===== src/rtl/k502_linebuf_sched.sv =====
// Double-banked sprite line buffer sequencer: the display bank is read and cleared
// behind the beam while the render bank takes read-modify-write sprite pixels.
module k502_linebuf_sched #(
    parameter int XW = 8,
    parameter int CW = 4
) (
    input  logic          clk,
    input  logic          reset_n,
    input  logic          line_start,
    input  logic          pix_ce,
    input  logic [XW-1:0] disp_x,
    input  logic          clear_en,
    input  logic          prio_mode,
    input  logic          wr_req,
    input  logic [XW-1:0] wr_x,
    input  logic [CW-1:0] wr_col,
    output logic          wr_ack,
    output logic [CW-1:0] pix_out,
    output logic          pix_vld,
    output logic          bank,
    output logic          ovr,
    input  logic          ovr_clr,
    output logic [XW-1:0] ram0_addr,
    output logic          ram0_we,
    output logic [CW-1:0] ram0_d,
    input  logic [CW-1:0] ram0_q,
    output logic [XW-1:0] ram1_addr,
    output logic          ram1_we,
    output logic [CW-1:0] ram1_d,
    input  logic [CW-1:0] ram1_q
);

    typedef enum logic [1:0] {D_IDLE, D_RD, D_CLR} d_state_t;
    typedef enum logic [1:0] {R_IDLE, R_RD, R_WR} r_state_t;

    d_state_t d_st;
    r_state_t r_st;
    logic     pending;
    logic [CW-1:0] r_col;

    // Per-port address/data registers: an idle port keeps its last address
    // even across a bank swap, since ownership changes but the register does not.
    logic [1:0][XW-1:0] addr_r;
    logic [1:0][CW-1:0] data_r;
    logic [1:0]         we;

    logic          blocked, d_acc, r_acc, swap;
    logic          d_we, r_we;
    logic [CW-1:0] d_q, r_q;

    assign d_q = bank ? ram1_q : ram0_q;
    assign r_q = bank ? ram0_q : ram1_q;

    // A LINE_START in the current cycle already blocks new work so that an
    // accept can never coincide with the swap edge.
    assign blocked = pending | line_start;
    assign d_acc   = pix_ce && (d_st == D_IDLE) && !blocked;
    assign r_acc   = wr_req && (r_st == R_IDLE) && !blocked;
    assign swap    = (pending | line_start) && (d_st == D_IDLE) && (r_st == R_IDLE);

    // Render write decision depends on the RAM read data of this cycle.
    assign r_we = (r_st == R_WR) && (r_col != '0) && !(prio_mode && (r_q != '0));
    assign d_we = (d_st == D_CLR) && clear_en;

    assign wr_ack = (r_st == R_WR);

    for (genvar n = 0; n < 2; n++) begin : g_port
        assign we[n] = (bank == 1'(n)) ? d_we : r_we;
    end

    assign ram0_addr = addr_r[0];
    assign ram0_d    = data_r[0];
    assign ram0_we   = we[0];
    assign ram1_addr = addr_r[1];
    assign ram1_d    = data_r[1];
    assign ram1_we   = we[1];

    always_ff @(posedge clk or negedge reset_n) begin
        if (!reset_n) begin
            d_st    <= D_IDLE;
            r_st    <= R_IDLE;
            bank    <= 1'b0;
            pending <= 1'b0;
            ovr     <= 1'b0;
            pix_out <= '0;
            pix_vld <= 1'b0;
            r_col   <= '0;
            addr_r  <= '0;
            data_r  <= '0;
        end else begin
            pix_vld <= 1'b0;

            case (d_st)
                D_IDLE:  if (d_acc) d_st <= D_RD;
                D_RD:    d_st <= D_CLR;
                D_CLR: begin
                    d_st    <= D_IDLE;
                    pix_out <= d_q;
                    pix_vld <= 1'b1;
                end
                default: d_st <= D_IDLE;
            endcase

            case (r_st)
                R_IDLE:  if (r_acc) r_st <= R_RD;
                R_RD:    r_st <= R_WR;
                R_WR:    r_st <= R_IDLE;
                default: r_st <= R_IDLE;
            endcase

            if (d_acc) begin
                addr_r[bank] <= disp_x;
                data_r[bank] <= '0;
            end
            if (r_acc) begin
                addr_r[~bank] <= wr_x;
                data_r[~bank] <= wr_col;
                r_col         <= wr_col;
            end

            if (pix_ce && !d_acc)
                ovr <= 1'b1;
            else if (ovr_clr)
                ovr <= 1'b0;

            if (swap) begin
                bank    <= ~bank;
                pending <= 1'b0;
            end else if (line_start) begin
                pending <= 1'b1;
            end
        end
    end

endmodule


===== config.mk =====
export PLATFORM = sky130hd
export DESIGN_NAME = k502_linebuf_sched
export DESIGN_NICKNAME = d
export VERILOG_FILES = /design/src/rtl/k502_linebuf_sched.sv
export SDC_FILE = /design/constraint.sdc
export NUM_CORES = 1
export LEC_CHECK = 0
export ABC_CLOCK_PERIOD_IN_PS = 3600
export BUFFER_PORTS_ARGS = -buffer_cell sky130_fd_sc_hd__clkbuf_2
export CAP_MARGIN = 30
export CELL_PAD_IN_SITES_DETAIL_PLACEMENT = 1
export CELL_PAD_IN_SITES_GLOBAL_PLACEMENT = 1
export CORE_UTILIZATION = 39
export DETAILED_ROUTE_END_ITERATION = 7
export GPL_TIMING_DRIVEN = 0
export PLACE_DENSITY_LB_ADDON = 0.1
export SLEW_MARGIN = 20
export SYNTH_ARGS = -nofsm -noshare
export SYNTH_HDL_FRONTEND = slang
export SYNTH_SLANG_ARGS = --single-unit

===== constraint.sdc =====
create_clock -name clk -period 3.6 [get_ports clk]
set_input_delay 0.36 -clock clk [delete_from_list [all_inputs] [get_ports clk]]
set_output_delay 0.36 -clock clk [all_outputs]
set_load 0.02 [all_outputs]

# Word level (Yosys, flattened, before mapping)
# Index checks and enable logic that the tools add are counted.
[totals]
elab_cells = 76
out_inout_bits = 34
regBits = 40
inputBits = 36
[op_classes]
bitwise_logic = 4
muxes = 28
n_reduce_logical = 22
order_cmp = 4
n_eq_ne = 6
[op_table]
columns = ["operator", "count"]
rows = [
  ["bitwise mux 16 bit", 2],
  ["two-way mux 16 bit", 2],
  ["two-way mux 8 bit", 4],
  ["demux 8 bit (select 1 bit)", 2],
  ["two-way mux 4 bit", 4],
  ["logical AND 1 bit", 13],
  ["bitwise AND 8 bit", 1],
  ["bitwise mux 8 bit", 1],
  ["demux 4 bit (select 1 bit)", 2],
  ["NOT 8 bit", 1],
  ["case mux 2 bit (2 select lines)", 2],
  ["nonzero test 4 bit", 2],
  ["two-way mux 1 bit", 7],
  ["== test 2 x 1 -> 1 bit, second input constant", 2],
  ["== test 2 bit, second input constant", 2],
  ["zero test 2 bit", 2],
  ["less-than comparator 1 x 2 -> 1 bit, second input constant", 2],
  ["two-way mux 2 bit", 2],
  ["!= test 2 bit, second input constant", 2],
  ["nonzero test 2 bit", 2],
  ["zero test 1 bit", 3],
  [">= comparator 1 bit, second input constant", 2],
  ["NOT 1 bit", 1],
  ["OR 1 bit", 1],
]

# Longest topological paths before layout
# Gate-level depths: netlist of run 1.
[logic_depth]
ltp_word = 9
depth_mapped = 5
ltp_nobuf = 4

# Worst setup path before layout of run 1
# No wires, ideal clock.
[synth_timing]
path_type = "reg-to-output"
from = "reg r_st[1]"
to = "out ram1_we"
required_time_ps = 3240
path_stages_with_launch = 4
n_path_buf = 0
slack_ps = 1828
arrival_time_ps = 1412
cell_sequence = "dfrtp_1 > nor2b_1 > nand3_1 > o21ai_0"
[synth_via]
elab_chain_len = 4
[synth_rtl]
columns = ["element", "line_no", "source"]
rows = [
  ["start: declaration", "37", "r_state_t r_st;"],
  ["start signal: assignment", "81", "r_st <= R_IDLE;"],
  ["start signal: assignment", "105", "R_IDLE: if (r_acc) r_st <= R_RD;"],
  ["start signal: assignment", "106", "R_RD: r_st <= R_WR;"],
  ["== test 2 bit", "--", ""],
  ["via wr_ack", "17", "output logic wr_ack,"],
  ["logical AND 1 bit (2 in series)", "62", "assign r_we = (r_st == R_WR) && (r_col != '0) && !(prio_mode && (r_q != '0));"],
  ["two-way mux 1 bit", "68", "assign we[n] = (bank == 1'(n)) ? d_we : r_we;"],
  ["end: declaration", "28", "output logic ram1_we,"],
]
# The timed path passes the listed nets, and every way through them passes these cells.

# Final worst setup path of run 1
[layout_timing]
from = "reg r_col[1]"
to = "out ram0_we"
[layout_via]
elab_chain_len = 4
[layout_rtl]
columns = ["element", "line_no", "source"]
rows = [
  ["start: declaration", "39", "logic [CW-1:0] r_col;"],
  ["start signal: assignment", "118", "r_col <= wr_col;"],
  ["nonzero test 4 bit", "62", ""],
  ["logical AND 1 bit (2 in series)", "62", ""],
  ["two-way mux 1 bit", "68", ""],
  ["end: declaration", "24", "output logic ram0_we,"],
]
# No other way between the ends.

==> results of run 1 <==
==> metal layers <==
| layer | wire, um | up-vias |
|---|---|---|
| li1 | - | 777 |
| met1 | 2230 | 809 |
| met2 | 2650 | 50 |
| met3 | 242 | 5 |
| met4 | 51 | 0 |
| met5 | 0 | - |
==> critical path, cell delays in order, from the launching register on <==
cell	delay (ns)
dfrtp_1	0.38
or4_1	0.57
nand4_1	0.11
o21ai_0	0.08
clkbuf_2	0.16
==> worst max-delay path by stage <==
stage               startpoint      endpoint  cells past startpoint
global placement    line_start  ram1_addr[6]                      4
global route           d_st[0]       ram1_we                      6
CTS                    d_st[0]       ram0_we                      6
detailed placement  line_start  ram1_addr[3]                      4
finish                r_col[1]       ram0_we                      4
floorplan              r_st[1]       ram1_we                      3
==> logic make-up (layout without fill, tap and decap cells) <==
group | count (synthesis) | count (layout) | share of synthesized area (%)
compound gates | 47 | 47 | 19.0
xor+xnor | 1 | 1 | 0.481
buf+inv | 12 | 90 | 2.95
flops | 40 | 40 | 54.9
mux | 8 | 8 | 4.67
simple gates | 55 | 55 | 18.0
==> cells in the mapped netlist (3+ instances only) <==
cell	count
mux2_2	4
buf_2	4
o221a_2	3
a31oi_1	9
or3_1	6
dfrtp_1	40
clkbuf_1	3
nor3_1	9
inv_1	4
o21ai_0	16
nor2_1	3
nor2b_1	3
a22o_1	8
or3b_1	3
nand3_1	11
mux2i_1	4
nand2_1	8
==> where the power goes <==
group	leakage (nW)	internal [mW]	switching, mW
clock network	0.0479	0.135	0.162
logic	0.591	0.313	0.495
registers	0.490	0.634	0.116
==> registers in the layout, indices dropped and copies added, names as in the netlist <==
name and cells:
bank 1, ram1_d 4, d_st 2, pix_vld 1
ovr 1, r_st 2, ram0_d 4, ram0_addr 8
pix_out 4, r_col 4, pending 1, ram1_addr 8
==> final cells by class <==
type                       instances  area (um^2)
multi-input combinational        111          767
timing repair buffer              70          373
clock inverter                     3         18.8
fill                             507         2070
tap                               52         65.1
inverter                           4         15.0
sequential                        40         1000
buffer                             8         38.8
clock buffer                       5         68.8
==> reports/qor.csv, run 1 <==
metric,value,unit
drc,0,
cts_hold_buf,0,
area_growth,28.8,%
synth_cell_type_count,36,
grt-busiest-layer,met2,
ys_seq_area_share,54.9,%
finalHoldViolCount,0,
final_max_slew_viol_count,0,
final_core_util,53.2,%
hold_slack,0.0579,ns
grt-ovfl-total,0,
setup_tns,0,ns
period_minus_slack,1.96,ns
rows,24,
fmax,511,MHz
dp.cells,284,
synthCells,163,
start_kind,flop,
reg2reg_depth,3,
clk_pin_slew_worst_paths,0.08,ns
clockBufferDepth,2,
cts_htree_levels,2,
die_area,4950,um^2
clk_latency,0.30,ns
setup_viol,0,
layout_common_cells,"clkbuf_2 (69), dfrtp_1 (40), o21ai_0 (16)",
insertedDiodeCount,0,
fin_nets,276,
power_density,791,nW/um^2
via_count,1641,
rsz0062_at_grt,false,
cp_max_fo,2,
hpwl,3900,um
post_drt_via_cell_ratio,5.60,
synth_ff_type,dfrtp_1,
die_h,70.3,um
use_met3,5.19,%
grt_max_degree,41,
power,1.86,mW
critPathKind,reg -> out,
drv_cap,0,
synthArstFlopShare,100,%
finalNonFillerCells,293,
io_buffers,69,
pre_cts_slack,1.72,ns
fin_crit_sh,54.4,%
totalWireLength,5180,um
drive_gt1_share,40.2,%
ys_ff_latch,40,
use_met1,27.4,%
setup_ws,1.64,ns
drt_pass1_iterations,4,
post_cts_buffers,0,
clkSinkCount,40,
die_x,70.3,um
cts_tree,yes,
placed_area,2230,um^2
r2r_slack,1.81,ns
ant_nets,0,
synth_area,1820,um^2
max_slew_margin,59.3,%
clockRootBuffer,clkbuf_8,
core_area,4410,um^2
yosys.area.top_type,dfrtp_1,
p_leak,1.13,nW
fin_skew,0.0107,ns
worstMarginPinSlew,0.608,ns
status,completed,
fin_area,2350,um^2
gp_congestion,0.759,
syn_area_per_cell,11.2,um^2
synth_edf_count,0,
grt_pass1_wl,8600,um
endpoint_kind,output port,
synth.top_cell.area_share,54.9,%
r2r_end,ram1_addr[3],
syn-num-nets,199,
antenna_found_initial,0,
start_util,41.3,%
crit_required,3.24,ns
drt_iter0_markers,40,
synth_warnings,0,
grt_pass1_vias,1761,
io_pins,70,
ir_worst_vdd,0.000285,V
reg2reg_from,pending,
grt_usage,22.5,%
arrival,1.60,ns
post_cts_resized,0,
cts_buffers,5,
layout_commonest_cell,clkbuf_2,
use_met2,39.7,%
synthTopCellsByArea,"dfrtp_1 (55%), o21ai_0 (4.4%), a22o_1 (3.8%)",
wl_per_cell,17.7,um
holdCritPathClass,in -> async,
Power figures use the tool's default switching activity.
==> run 2, diff against run 1 <==
Settings changed: ABC_AREA set to 1, ABC_CLOCK_PERIOD_IN_PS 3600 to 1700, CORE_UTILIZATION 39 to 32.
Clock period 3.6 ns to 1.7 ns, I/O delays scaled along.
==> run 2 against run 1 <==
  * Wire length is 9.9% higher
  * Via count increased by 18%
  * Count of clock-buffer cells in the layout stayed put
  * Critical path type unchanged
  * Largest cell class unchanged
==> reports/qor.csv, run 2 <==
metric,value,unit,change
startpoint,bank,,
ant_nets,0,,unchanged
clk_latency,0.30,ns,about the same
hpwl,4270,um,+9.2%
crit_end,ram1_we,,
grt-ovfl-total,0,,unchanged
slowest_delay,0.41,ns,-0.16 ns
synth_cell_type_count,21,,-42%
post_drt_via_cell_ratio,4.65,,-17%
setup_ws,0.109,ns,-1.53 ns
slowest_stage,dfrtp_1,,
grt_pass1_wl,9220,um,+7.1%
holdCritPathClass,in -> reg,,
drive_gt1_share,31.3,%,-9.0 points
die_h,81.8,um,+16%
power_density,1670,nW/um^2,+110%
synthAdderAreaFrac,0,%,unchanged
grt_max_degree,23,,-44%
final_core_util,44.7,%,-8.5 points
synth_top_family_by_area,simple AND/OR/NAND/NOR gates,,
hold_slack,0.0598,ns,+0.00192 ns
setup_viol,0,,unchanged
grt_pass1_vias,1890,,+7.3%
layout_common_cells,"nand2_1 (80), clkbuf_2 (67), dfrtp_1 (40)",,
gp_congestion,0.725,,-4.5%
synthArstFlopShare,100,%,unchanged
start_util,33.8,%,-7.4 points
cts_buffers,5,,unchanged
drv_cap,0,,unchanged
fmax,629,MHz,
antenna_found_initial,0,,unchanged
fin_nets,377,,+37%
ys_seq_area_share,49.1,%,-5.9 points
worstMarginPinSlew,0.626,ns,+0.0187 ns
layout_commonest_cell,nand2_1,,
reg2reg_from,r_st[1],,
arrival,1.42,ns,-0.18 ns
cp_top_family,flip-flops,,
worst-path-stages,8,,+4
final_max_slew_viol_count,0,,unchanged
synth_warnings,0,,unchanged
clkSinkCount,40,,unchanged
area_growth,32.0,%,
synth.top_cell.area_share,49.1,%,-5.9 points
syn_area_per_cell,7.78,um^2,-30%
synth-compound-area-share,7.36,%,-12 points
synth_ff_type,dfrtp_1,,
status,completed,,
die_area,6700,um^2,+35%
ys_ff_latch,40,,unchanged
fin_skew,0.0108,ns,+0.000186 ns
fin_crit_sh,93.6,%,
syn-num-nets,298,,+50%
start_kind,flop,,
io_pins,70,,unchanged
r2r_end,ram0_addr[4],,
crit_chain,buf_8 -> inv_8 -> nor2_1 -> nand3_1 -> nand3_2 -> nand3_2 -> nand2_1 -> clkbuf_8,,
yosys.area.top_type,dfrtp_1,,
max_slew_margin,58.2,%,-1.0 points
synth_area,2040,um^2,+12%
cts_tree,yes,,
setup_tns,0,ns,unchanged
reg2reg_depth,5,,+2
grt_usage,18.5,%,-4.0 points
clockBufferDepth,2,,unchanged
finalHoldViolCount,0,,unchanged
yosys-top-cells-count,"nand2_1 (80), dfrtp_1 (40), inv_1 (34), nand3_1 (26), nor2_1 (24)",,
synth-simple-area-share,34.0,%,+16 points
rows,28,,+17%
clk_pin_slew_worst_paths,0.09,ns,about the same
endpoint_kind,output port,,
ir_worst_vdd,0.000665,V,+130%
cp_common_cell,nand3_2,,
cp_max_fo,13,,+11
wl_per_cell,13.6,um,-23%
crit_buf_inv,3,,+2
critPathKind,reg -> out,,
synth-xor-area-share,0.429,%,-0.051 points
core_area,6030,um^2,+37%
totalWireLength,5690,um,+9.9%
synth.mux.area_fraction,0,%,-4.7 points
synth_edf_count,0,,unchanged
crit_required,1.53,ns,-1.71 ns
drc,0,,unchanged
cts_htree_levels,2,,unchanged
p_leak,1.53,nW,+35%
synthTopCellsByArea,"dfrtp_1 (49%), nand2_1 (15%), nand3_1 (6.4%)",,
pre_cts_slack,0.133,ns,-1.59 ns
period_minus_slack,1.59,ns,
io_buffers,69,,unchanged
clockRootBuffer,clkbuf_8,,
drt_pass1_iterations,4,,unchanged
synthCells,262,,+61%
die_x,81.8,um,+16%
via_count,1940,,+18%
r2r_slack,0.17,ns,-1.64 ns
insertedDiodeCount,0,,unchanged
yosysMostFrequentCell,nand2_1,,
drt_iter0_markers,48,,+20%
rsz0062_at_grt,false,,
-- run 2: per-layer routing --
| metal | share of wire, % | global-route usage (%) | vias up | routed length [um] |
|---|---|---|---|---|
| li1 | - | - | 977 | - |
| met1 | 47 | 25.1 | 903 | 2670 |
| met2 | 46 | 29.6 | 55 | 2620 |
| met3 | 5.9 | 4.22 | 5 | 334 |
| met4 | 1.0 | 4.74 | 0 | 58 |
| met5 | 0 | 0 | - | 0 |
-- run 2: worst min path at each step --
stage / from / endpoint / cells after the start
global route: ovr_clr / ovr / 2
global placement: ovr_clr / ovr / 2
detailed placement: reset_n / ram1_d[1] / 1
finish: ovr_clr / ovr / 2
floorplan: reset_n / bank / 0
CTS: ovr_clr / ovr / 2
-- run 2: cells by family (layout without fill, tap and decap cells) --
family / Yosys count / after routing
AO/OA/AOI/OAI: 30 / 30
buffers and inverters: 44 / 124
XOR/XNOR: 1 / 1
flip-flops: 40 / 40
AND/OR/NAND/NOR: 147 / 147
-- run 2: worst register-to-register path: cells and delay by family (launching register included) --
kind | cells | cell delay, ns
and+or+nand+nor | 4 | 0.73
DFF | 1 | 0.41
buffers and inverters | 1 | 0.27
-- run 2: power breakdown --
| part | leakage, nW | internal (mW) | total, mW | switching [mW] |
|---|---|---|---|---|
| clock | 0.0583 | 0.442 | 0.807 | 0.364 |
| sequential | 0.490 | 1.35 | 1.60 | 0.255 |
| combinational | 0.977 | 0.744 | 2.09 | 1.35 |
-- run 2: through the flow --
| stage | cells | power, mW | cell area (um^2) |
|---|---|---|---|
| floorplan | 262 | 2.94 | 2040 |
| finish | 417 | 4.50 | 2690 |
| CTS | 416 | 4.52 | 2680 |
| global placement | 406 | 3.59 | 2480 |
| global route | 417 | 4.86 | 2690 |
| detailed placement | 407 | 3.65 | 2510 |
-- run 2: final cells by class --
cell class,instances,area [um^2]
fillers,806,3330
flip-flops and latches,40,1000
multi-input cells,178,871
repair buffers,73,415
inverters,36,143
well taps,75,93.8
clock buffers,5,68.8
plain buffers,7,51.3
clock inverters,3,47.5
-- run 2: repair_timing --
action	4_1_cts	5_1_grt
pin swaps	4	1
endpoints found under the hold margin	21	0
setup buffers	2	1
resized for setup	9	3
hold buffers	1	0
endpoints found under the setup margin	2	2
